[src/rtl/ball_link_rx_if.sv]
// ball_link_rx_if: serial line in, decoded ball state and error strobes out
interface ball_link_rx_if;
    logic       uart_rx;
    logic       ball_rx_valid;
    logic [9:0] ball_y_rx;
    logic [7:0] ball_vy_rx;
    logic       frame_err;
    logic       pkt_err;
    modport master (output uart_rx, input ball_rx_valid, input ball_y_rx, input ball_vy_rx, input frame_err, input pkt_err);
    modport slave (input uart_rx, output ball_rx_valid, output ball_y_rx, output ball_vy_rx, output frame_err, output pkt_err);
endinterface

[src/rtl/ball_link_rx.sv]
// ball_link_rx: 8N1 receiver plus ball-handoff packet parser with checksum and inter-byte timeout
module ball_link_rx #(
    parameter int          CLKS_PER_BIT = 217,
    parameter logic [7:0]  SYNC_BYTE    = 8'hA5,
    parameter int          TIMEOUT_CLKS = 8680
) (
    input logic          clk_25MHZ,
    input logic          reset,
    ball_link_rx_if.slave bus
);
    localparam int CW = $clog2(CLKS_PER_BIT);
    localparam int TW = $clog2(TIMEOUT_CLKS + 1);
    localparam logic [CW-1:0] MID  = CW'(CLKS_PER_BIT - 1);
    localparam logic [CW-1:0] HALF = CW'(CLKS_PER_BIT / 2);
    localparam logic [TW-1:0] TMO_LAST = TW'(TIMEOUT_CLKS - 1);

    typedef enum logic [1:0] {IDLE, START, DATA, STOP} bstate_t;
    typedef enum logic [2:0] {WAIT_SYNC, GET_YHI, GET_YLO, GET_VY, GET_CHK} pstate_t;

    logic [1:0]    sync;
    logic          rx;
    bstate_t       bs, bs_nx;
    logic [CW-1:0] cnt;
    logic [2:0]    bit_idx;
    logic [7:0]    shreg;
    logic          mid, half, byte_done, stop_fail;
    pstate_t       ps, ps_nx;
    logic [TW-1:0] idle_cnt;
    logic [1:0]    y_hi;
    logic [7:0]    y_lo, vy;
    logic          timeout, yhi_bad, chk_ok, good, bad;

    assign rx   = sync[1];
    assign mid  = cnt == MID;
    assign half = cnt == HALF;

    always_ff @(posedge clk_25MHZ or posedge reset)
        if (reset) sync <= 2'b11;
        else sync <= {sync[0], bus.uart_rx};

    always_ff @(posedge clk_25MHZ or posedge reset)
        if (reset) bs <= IDLE;
        else bs <= bs_nx;

    always_comb begin
        bs_nx = bs;
        case (bs)
            IDLE:    bs_nx = rx ? IDLE : START;
            START:   bs_nx = half ? (rx ? IDLE : DATA) : START;
            DATA:    bs_nx = (mid && bit_idx == 3'd7) ? STOP : DATA;
            STOP:    bs_nx = mid ? IDLE : STOP;
            default: bs_nx = IDLE;
        endcase
    end

    // Stop bit is judged at mid-bit; its second half is not waited for.
    always_comb begin
        byte_done = bs == STOP && mid && rx;
        stop_fail = bs == STOP && mid && !rx;
    end

    always_ff @(posedge clk_25MHZ or posedge reset)
        if (reset) begin
            cnt     <= '0;
            bit_idx <= '0;
            shreg   <= '0;
        end else begin
            cnt     <= (bs == IDLE || bs_nx != bs || (bs == DATA && mid)) ? '0 : cnt + 1'b1;
            bit_idx <= bs != DATA ? '0 : bit_idx + {2'b0, mid};
            if (bs == DATA && mid) shreg <= {rx, shreg[7:1]};
        end

    assign yhi_bad = shreg[7:2] != 6'd0;
    assign chk_ok  = shreg == ({6'd0, y_hi} ^ y_lo ^ vy);
    assign timeout = ps != WAIT_SYNC && !byte_done && idle_cnt == TMO_LAST;

    always_ff @(posedge clk_25MHZ or posedge reset)
        if (reset) ps <= WAIT_SYNC;
        else ps <= ps_nx;

    always_comb begin
        ps_nx = ps;
        if (stop_fail || timeout) ps_nx = WAIT_SYNC;
        else if (byte_done)
            case (ps)
                WAIT_SYNC: ps_nx = shreg == SYNC_BYTE ? GET_YHI : WAIT_SYNC;
                GET_YHI:   ps_nx = yhi_bad ? WAIT_SYNC : GET_YLO;
                GET_YLO:   ps_nx = GET_VY;
                GET_VY:    ps_nx = GET_CHK;
                default:   ps_nx = WAIT_SYNC;
            endcase
    end

    // A frame error masks any coincident packet error.
    always_comb begin
        good = byte_done && ps == GET_CHK && chk_ok;
        bad  = !stop_fail && (timeout || (byte_done && ((ps == GET_YHI && yhi_bad) || (ps == GET_CHK && !chk_ok))));
    end

    always_ff @(posedge clk_25MHZ or posedge reset)
        if (reset) begin
            idle_cnt          <= '0;
            y_hi              <= '0;
            y_lo              <= '0;
            vy                <= '0;
            bus.ball_rx_valid <= 1'b0;
            bus.pkt_err       <= 1'b0;
            bus.frame_err     <= 1'b0;
            bus.ball_y_rx     <= '0;
            bus.ball_vy_rx    <= '0;
        end else begin
            idle_cnt          <= (ps_nx == WAIT_SYNC || byte_done) ? '0 : idle_cnt + 1'b1;
            if (byte_done && ps == GET_YHI) y_hi <= shreg[1:0];
            if (byte_done && ps == GET_YLO) y_lo <= shreg;
            if (byte_done && ps == GET_VY) vy <= shreg;
            bus.ball_rx_valid <= good;
            bus.pkt_err       <= bad;
            bus.frame_err     <= stop_fail;
            if (good) begin
                bus.ball_y_rx  <= {y_hi, y_lo};
                bus.ball_vy_rx <= vy;
            end
        end
endmodule

[src/flat_wrapper.sv]
// flat-port wrapper written by rule: the top's interface ports become plain ports
module ball_link_rx_flat 
#(
    parameter int          CLKS_PER_BIT = 217,
    parameter logic [7:0]  SYNC_BYTE    = 8'hA5,
    parameter int          TIMEOUT_CLKS = 8680
)
  (clk_25MHZ, reset, bus_uart_rx, bus_ball_rx_valid, bus_ball_y_rx, bus_ball_vy_rx, bus_frame_err, bus_pkt_err);
  ball_link_rx_if bus_i ();
  input logic clk_25MHZ;
  input logic reset;
  input wire logic [$bits(bus_i.uart_rx)-1:0] bus_uart_rx;
  output wire logic [$bits(bus_i.ball_rx_valid)-1:0] bus_ball_rx_valid;
  output wire logic [$bits(bus_i.ball_y_rx)-1:0] bus_ball_y_rx;
  output wire logic [$bits(bus_i.ball_vy_rx)-1:0] bus_ball_vy_rx;
  output wire logic [$bits(bus_i.frame_err)-1:0] bus_frame_err;
  output wire logic [$bits(bus_i.pkt_err)-1:0] bus_pkt_err;
  assign bus_i.uart_rx = bus_uart_rx;
  assign bus_ball_rx_valid = bus_i.ball_rx_valid;
  assign bus_ball_y_rx = bus_i.ball_y_rx;
  assign bus_ball_vy_rx = bus_i.ball_vy_rx;
  assign bus_frame_err = bus_i.frame_err;
  assign bus_pkt_err = bus_i.pkt_err;
  ball_link_rx #(.CLKS_PER_BIT(CLKS_PER_BIT), .SYNC_BYTE(SYNC_BYTE), .TIMEOUT_CLKS(TIMEOUT_CLKS)) u_core (.clk_25MHZ(clk_25MHZ), .reset(reset), .bus(bus_i));
endmodule
[config.mk]
export PLATFORM = sky130hd
export DESIGN_NAME = ball_link_rx_flat
export DESIGN_NICKNAME = d
export VERILOG_FILES = /design/src/rtl/ball_link_rx_if.sv /design/src/rtl/ball_link_rx.sv /design/src/flat_wrapper.sv
export SDC_FILE = /design/constraint.sdc
export NUM_CORES = 1
export LEC_CHECK = 0
export BUFFER_PORTS_ARGS = -buffer_cell sky130_fd_sc_hd__buf_4
export CAP_MARGIN = 0
export CORE_MARGIN = 5
export CORE_UTILIZATION = 51
export CTS_CLUSTER_DIAMETER = 200
export CTS_CLUSTER_SIZE = 16
export DETAILED_ROUTE_END_ITERATION = 8
export GPL_ROUTABILITY_DRIVEN = 0
export PLACE_DENSITY = 0.8
export SLEW_MARGIN = 20
export SYNTH_ARGS = -nofsm -noshare
export SYNTH_HDL_FRONTEND = slang
export SYNTH_SLANG_ARGS = --single-unit
[constraint.sdc]
create_clock -name clk_25MHZ -period 5.25 [get_ports clk_25MHZ]
set_input_delay 0.525 -clock clk_25MHZ [delete_from_list [all_inputs] [get_ports clk_25MHZ]]
set_output_delay 0.525 -clock clk_25MHZ [all_outputs]
set_load 0.01 [all_outputs]
==> flow_summary.html <==
<table>
<tr><th>Metric</th><th>Value</th></tr>
<tr><th colspan="2">Outcome</th></tr>
<tr><td>Run status</td><td>completed</td></tr>
<tr><th colspan="2">Layout</th></tr>
<tr><td>Filler instances</td><td>547</td></tr>
<tr><td>Commonest non-fill, non-tap cell in the layout</td><td>dfrtp_1</td></tr>
<tr><td>Final standard cell utilization of the core</td><td>59.7%</td></tr>
<tr><td>Area growth, synth to finish</td><td>13.3%</td></tr>
<tr><td>Layout net count</td><td>322</td></tr>
<tr><td>Share of final-layout standard cells stronger than drive strength 1</td><td>28.9%</td></tr>
<tr><td>Ant diodes</td><td>0</td></tr>
<tr><td>Area of all placed cells without fillers</td><td>0.00410 mm^2</td></tr>
<tr><td>Commonest cells after routing, fill and taps aside</td><td>77 x dfrtp_1, 35 x mux2_2, 29 x nor2_1</td></tr>
<tr><th colspan="2">STA</th></tr>
<tr><td>Highest clock rate</td><td>449 MHz</td></tr>
<tr><td>Worst Tran Pin Value</td><td>966 ps</td></tr>
<tr><td>Final worst-path cycle share</td><td>42.4%</td></tr>
<tr><td>RSZ-0062 raised after global routing</td><td>false</td></tr>
<tr><td>Final worst clock skew</td><td>13.3 ps</td></tr>
<tr><td>Max-Slew Margin vs Limit</td><td>35.6%</td></tr>
<tr><td>Slew Limit Fails</td><td>0</td></tr>
<tr><td>Final total negative setup slack</td><td>0 ps</td></tr>
<tr><td>Number of hold violations in the final report</td><td>0</td></tr>
<tr><td>Total setup violations reported at the end of the flow</td><td>0</td></tr>
<tr><td>Min cycle time layout</td><td>2230 ps</td></tr>
<tr><th colspan="2">Die</th></tr>
<tr><td>Die Y</td><td>94.3 um</td></tr>
<tr><td>Number of placement rows</td><td>30</td></tr>
<tr><td>Core Box Area</td><td>0.00687 mm^2</td></tr>
<tr><td>Die W</td><td>94.3 um</td></tr>
<tr><td>Die area</td><td>0.00888 mm^2</td></tr>
<tr><td>Number of placed I/O pins</td><td>24</td></tr>
<tr><td>Initial core utilization</td><td>52.7%</td></tr>
<tr><th colspan="2">Clock network</th></tr>
<tr><td>Num CTS Buffers</td><td>9</td></tr>
<tr><td>Clock tree from TritonCTS</td><td>yes</td></tr>
<tr><td>Number of buffers inserted by post-CTS setup repair</td><td>0</td></tr>
<tr><td>Resized cells post-CTS</td><td>0</td></tr>
<tr><td>Number of sinks driven by the clock tree</td><td>79</td></tr>
<tr><td>Number of buffers inserted by hold repair at cts</td><td>0</td></tr>
<tr><td>Clock-pin slew reported for the worst setup and hold paths after clock tree synthesis</td><td>80 ps</td></tr>
<tr><td>Worst-Skew Late Latency</td><td>350 ps</td></tr>
<tr><td>Root Driver</td><td>clkbuf_8</td></tr>
<tr><td>Clock Tree Buf Depth</td><td>2</td></tr>
<tr><td>Count of H-tree levels built during CTS</td><td>3</td></tr>
<tr><th colspan="2">Worst setup path</th></tr>
<tr><td>Required time of the critical path</td><td>5480 ps</td></tr>
<tr><td>Data arrival at the endpoint of the critical path</td><td>2460 ps</td></tr>
<tr><td>Crit path launch type</td><td>flip-flop</td></tr>
<tr><td>CP max stage cell</td><td>or3b_2</td></tr>
<tr><td>Cell family with most CP delay</td><td>simple AND/OR/NAND/NOR gates</td></tr>
<tr><td>Worst stage delay on the critical path</td><td>530 ps</td></tr>
<tr><td>Bufs and invs on worst path</td><td>0</td></tr>
<tr><td>Kind of critical path</td><td>flip-flop to flip-flop</td></tr>
<tr><td>Chain of cells forming the critical path</td><td>or3b_2 -&gt; nor3_4 -&gt; and3_1 -&gt; mux2_2</td></tr>
<tr><td>Kind of end point of the critical path</td><td>flip-flop</td></tr>
<tr><td>R2R Setup Slk</td><td>3020 ps</td></tr>
<tr><td>Largest fanout on the critical path</td><td>9</td></tr>
<tr><th colspan="2">Logic synthesis</th></tr>
<tr><td>Ranking of synthesized cells by area</td><td>dfrtp_1 53%, mux2_2 11%, mux2_4 3.7%, xnor3_1 3.7%, xor2_1 3.4%</td></tr>
<tr><td>Post-synthesis cell count</td><td>283</td></tr>
<tr><td>Number of synthesized register bits</td><td>79</td></tr>
<tr><td>Cell variety after synth</td><td>41</td></tr>
<tr><td>Total standard cell area after synthesis</td><td>0.00362 mm^2</td></tr>
<tr><td>Average footprint of a synthesized cell</td><td>12.8 um^2</td></tr>
<tr><td>Post-synth top area share</td><td>53.2%</td></tr>
<tr><td>Largest area contributor in the synthesized netlist</td><td>dfrtp_1</td></tr>
<tr><td>Yosys warns</td><td>0</td></tr>
<tr><td>Synthesized Nets</td><td>291</td></tr>
<tr><td>Sequential share of the synthesized area</td><td>54.7%</td></tr>
<tr><th colspan="2">GRT</th></tr>
<tr><td>Pin count of the biggest net entering global routing</td><td>80</td></tr>
<tr><td>Initial antenna violation count</td><td>0</td></tr>
<tr><td>Gr ovfl total</td><td>0</td></tr>
<tr><td>First-pass GRT wire length</td><td>10.9 mm</td></tr>
<tr><td>Number of global-route vias before repair</td><td>2226</td></tr>
<tr><td>Total routing resource utilization after global routing</td><td>16.0%</td></tr>
<tr><th colspan="2">Placed design</th></tr>
<tr><td>Instance area at placement</td><td>0.00389 mm^2</td></tr>
<tr><td>IO buf count</td><td>23</td></tr>
<tr><td>Half-perimeter wire length of the detailed placement result</td><td>4.36 mm</td></tr>
<tr><th colspan="2">Power and ir drop</th></tr>
<tr><td>Clk network pwr share</td><td>43.5%</td></tr>
<tr><td>Leakage dissipation</td><td>2.02 nW</td></tr>
<tr><td>Pwr dens</td><td>269 mW/mm^2</td></tr>
<tr><td>Int Power</td><td>0.000875 W</td></tr>
<tr><td>Sequential power share</td><td>55.3%</td></tr>
<tr><td>Sw power</td><td>0.000229 W</td></tr>
<tr><td>Combinational cell fraction of total power</td><td>1.2%</td></tr>
<tr><td>Switching power share of the total</td><td>20.8%</td></tr>
<tr><td>Peak ir drop on the vdd network</td><td>0.195 mV</td></tr>
<tr><th colspan="2">Job</th></tr>
<tr><td>Maximum Capacitance Violations</td><td>0</td></tr>
<tr><th colspan="2">Detailed routing</th></tr>
<tr><td>Via count</td><td>2218</td></tr>
<tr><td>1st-pass router iterations</td><td>5</td></tr>
<tr><td>Routed length per instance</td><td>15.5 um</td></tr>
<tr><td>Via density</td><td>5.36</td></tr>
<tr><td>Count of antenna-violating nets left after detailed routing</td><td>0</td></tr>
<tr><td>Aggregate routed wire length</td><td>6.42 mm</td></tr>
<tr><td>Initial detailed-routing violation count</td><td>106</td></tr>
<tr><td>Post-route DRC</td><td>0</td></tr>
<tr><th colspan="2">Worst hold path</th></tr>
<tr><td>Hold Path Class</td><td>input pin to flip-flop</td></tr>
</table>
[worst reg2reg max path, cell delays in order (launching register included)]
cell     delay, ps
dfrtp_1        440
or3b_2         530
nor3_4         270
and3_1         470
mux2_2         390
[layout make-up]
| cell class | count | area (um^2) | share of cell area, % |
|---|---|---|---|
| sequential | 79 | 1980 | 48.3 |
| clock buffer | 9 | 124 | 3.02 |
| inverter | 9 | 33.8 | 0.824 |
| tap | 96 | 120 | 2.93 |
| clock inverter | 6 | 86.3 | 2.10 |
| multi-input combinational | 191 | 1580 | 38.5 |
| timing repair buffer | 24 | 180 | 4.39 |
[metal layers]
metal  global-route usage [%]  up-vias  share of wire [%]
met5                        0        -                  0
met4                     8.06        0                1.9
met3                     3.45       10                3.9
met2                     23.0       47                 46
met1                     22.5     1115                 48
li1                         -     1046                  -
[through the flow]
step	setup slack, ps	hold slack (ps)	cells	power (W)
3_5_place_dp	3070	348	399	0.000637
4_1_cts	3020	268	414	0.00112
6_report	3020	283	414	0.00110
5_1_grt	2920	261	414	0.00115
3_3_place_gp	3050	348	399	0.000637
2_1_floorplan	2700	345	283	0.000632
[synthesized netlist by cell type]
cell,n
dfrtp_1,77
mux2_2,35
nor2_1,29
xor2_1,14
nand2_1,12
nand3_1,11
xnor2_1,11
inv_1,9
mux2_4,9
and3_1,8
nand4_1,7
xnor3_1,6
ha_1,5
nor3b_1,4
o21ai_0,4
a21oi_1,3
and2_1,3
nand2b_1,3
nor2b_1,3
nor3_1,3
nor4_1,3
buf_4,2
dfstp_2,2
nand3b_1,2
or3_1,2
a222oi_1,1
a22o_1,1
a31o_2,1
and4_1,1
buf_6,1
clkbuf_1,1
nand3_4,1
nand4b_1,1
nor2_2,1
nor3_4,1
nor4_4,1
nor4b_1,1
o22ai_1,1
or3b_1,1
or3b_2,1
or4_1,1
[power groups by stage]
stage,clock [W],combinational (W),sequential [W]
2_1_floorplan,0,0.00000944,0.000622
5_1_grt,0.000519,0.0000165,0.000611
6_report,0.000481,0.0000135,0.000611
3_5_place_dp,0,0.0000144,0.000623
3_3_place_gp,0,0.0000142,0.000623
4_1_cts,0.000491,0.0000144,0.000610
[state kept, by name, summed over array words and instances, names as in the netlist, 2 cells and up]
register,count
u_core.y_hi,2
u_core.vy,8
u_core.shreg,8
u_core.bus.ball_vy_rx,8
u_core.idle_cnt,14
u_core.ps,3
u_core.bit_idx,3
u_core.bs,2
u_core.cnt,8
u_core.sync,2
u_core.y_lo,8
u_core.bus.ball_y_rx,10
[kinds of logic (layout without fill, tap and decap cells)]
family                   after synthesis  count (layout)  synth area share (%)
AO/OA/AOI/OAI                         11              11                  1.90
adder cells (fa/ha/maj)                5               5                  1.73
XOR/XNOR                              31              31                  9.78
buffers and inverters                 13              48                  1.76
multiplexers                          44              44                  14.6
AND/OR/NAND/NOR                      100             100                  15.5
flip-flops                            79              79                  54.7
[worst paths after layout]
check	start	end	cells after the start
worst max-delay path	u_core.cnt[2]	u_core.vy[0]	4
worst min-delay path	bus_uart_rx	u_core.sync[0]	1
worst max register to register	u_core.cnt[2]	u_core.vy[0]	4
worst min register to register	u_core.sync[0]	u_core.sync[1]	0
max in group asynchronous	reset	u_core.bus.frame_err	3
min in group asynchronous	reset	u_core.bus.ball_y_rx[6]	3
No activity file was read; power rests on OpenSTA's default activity.
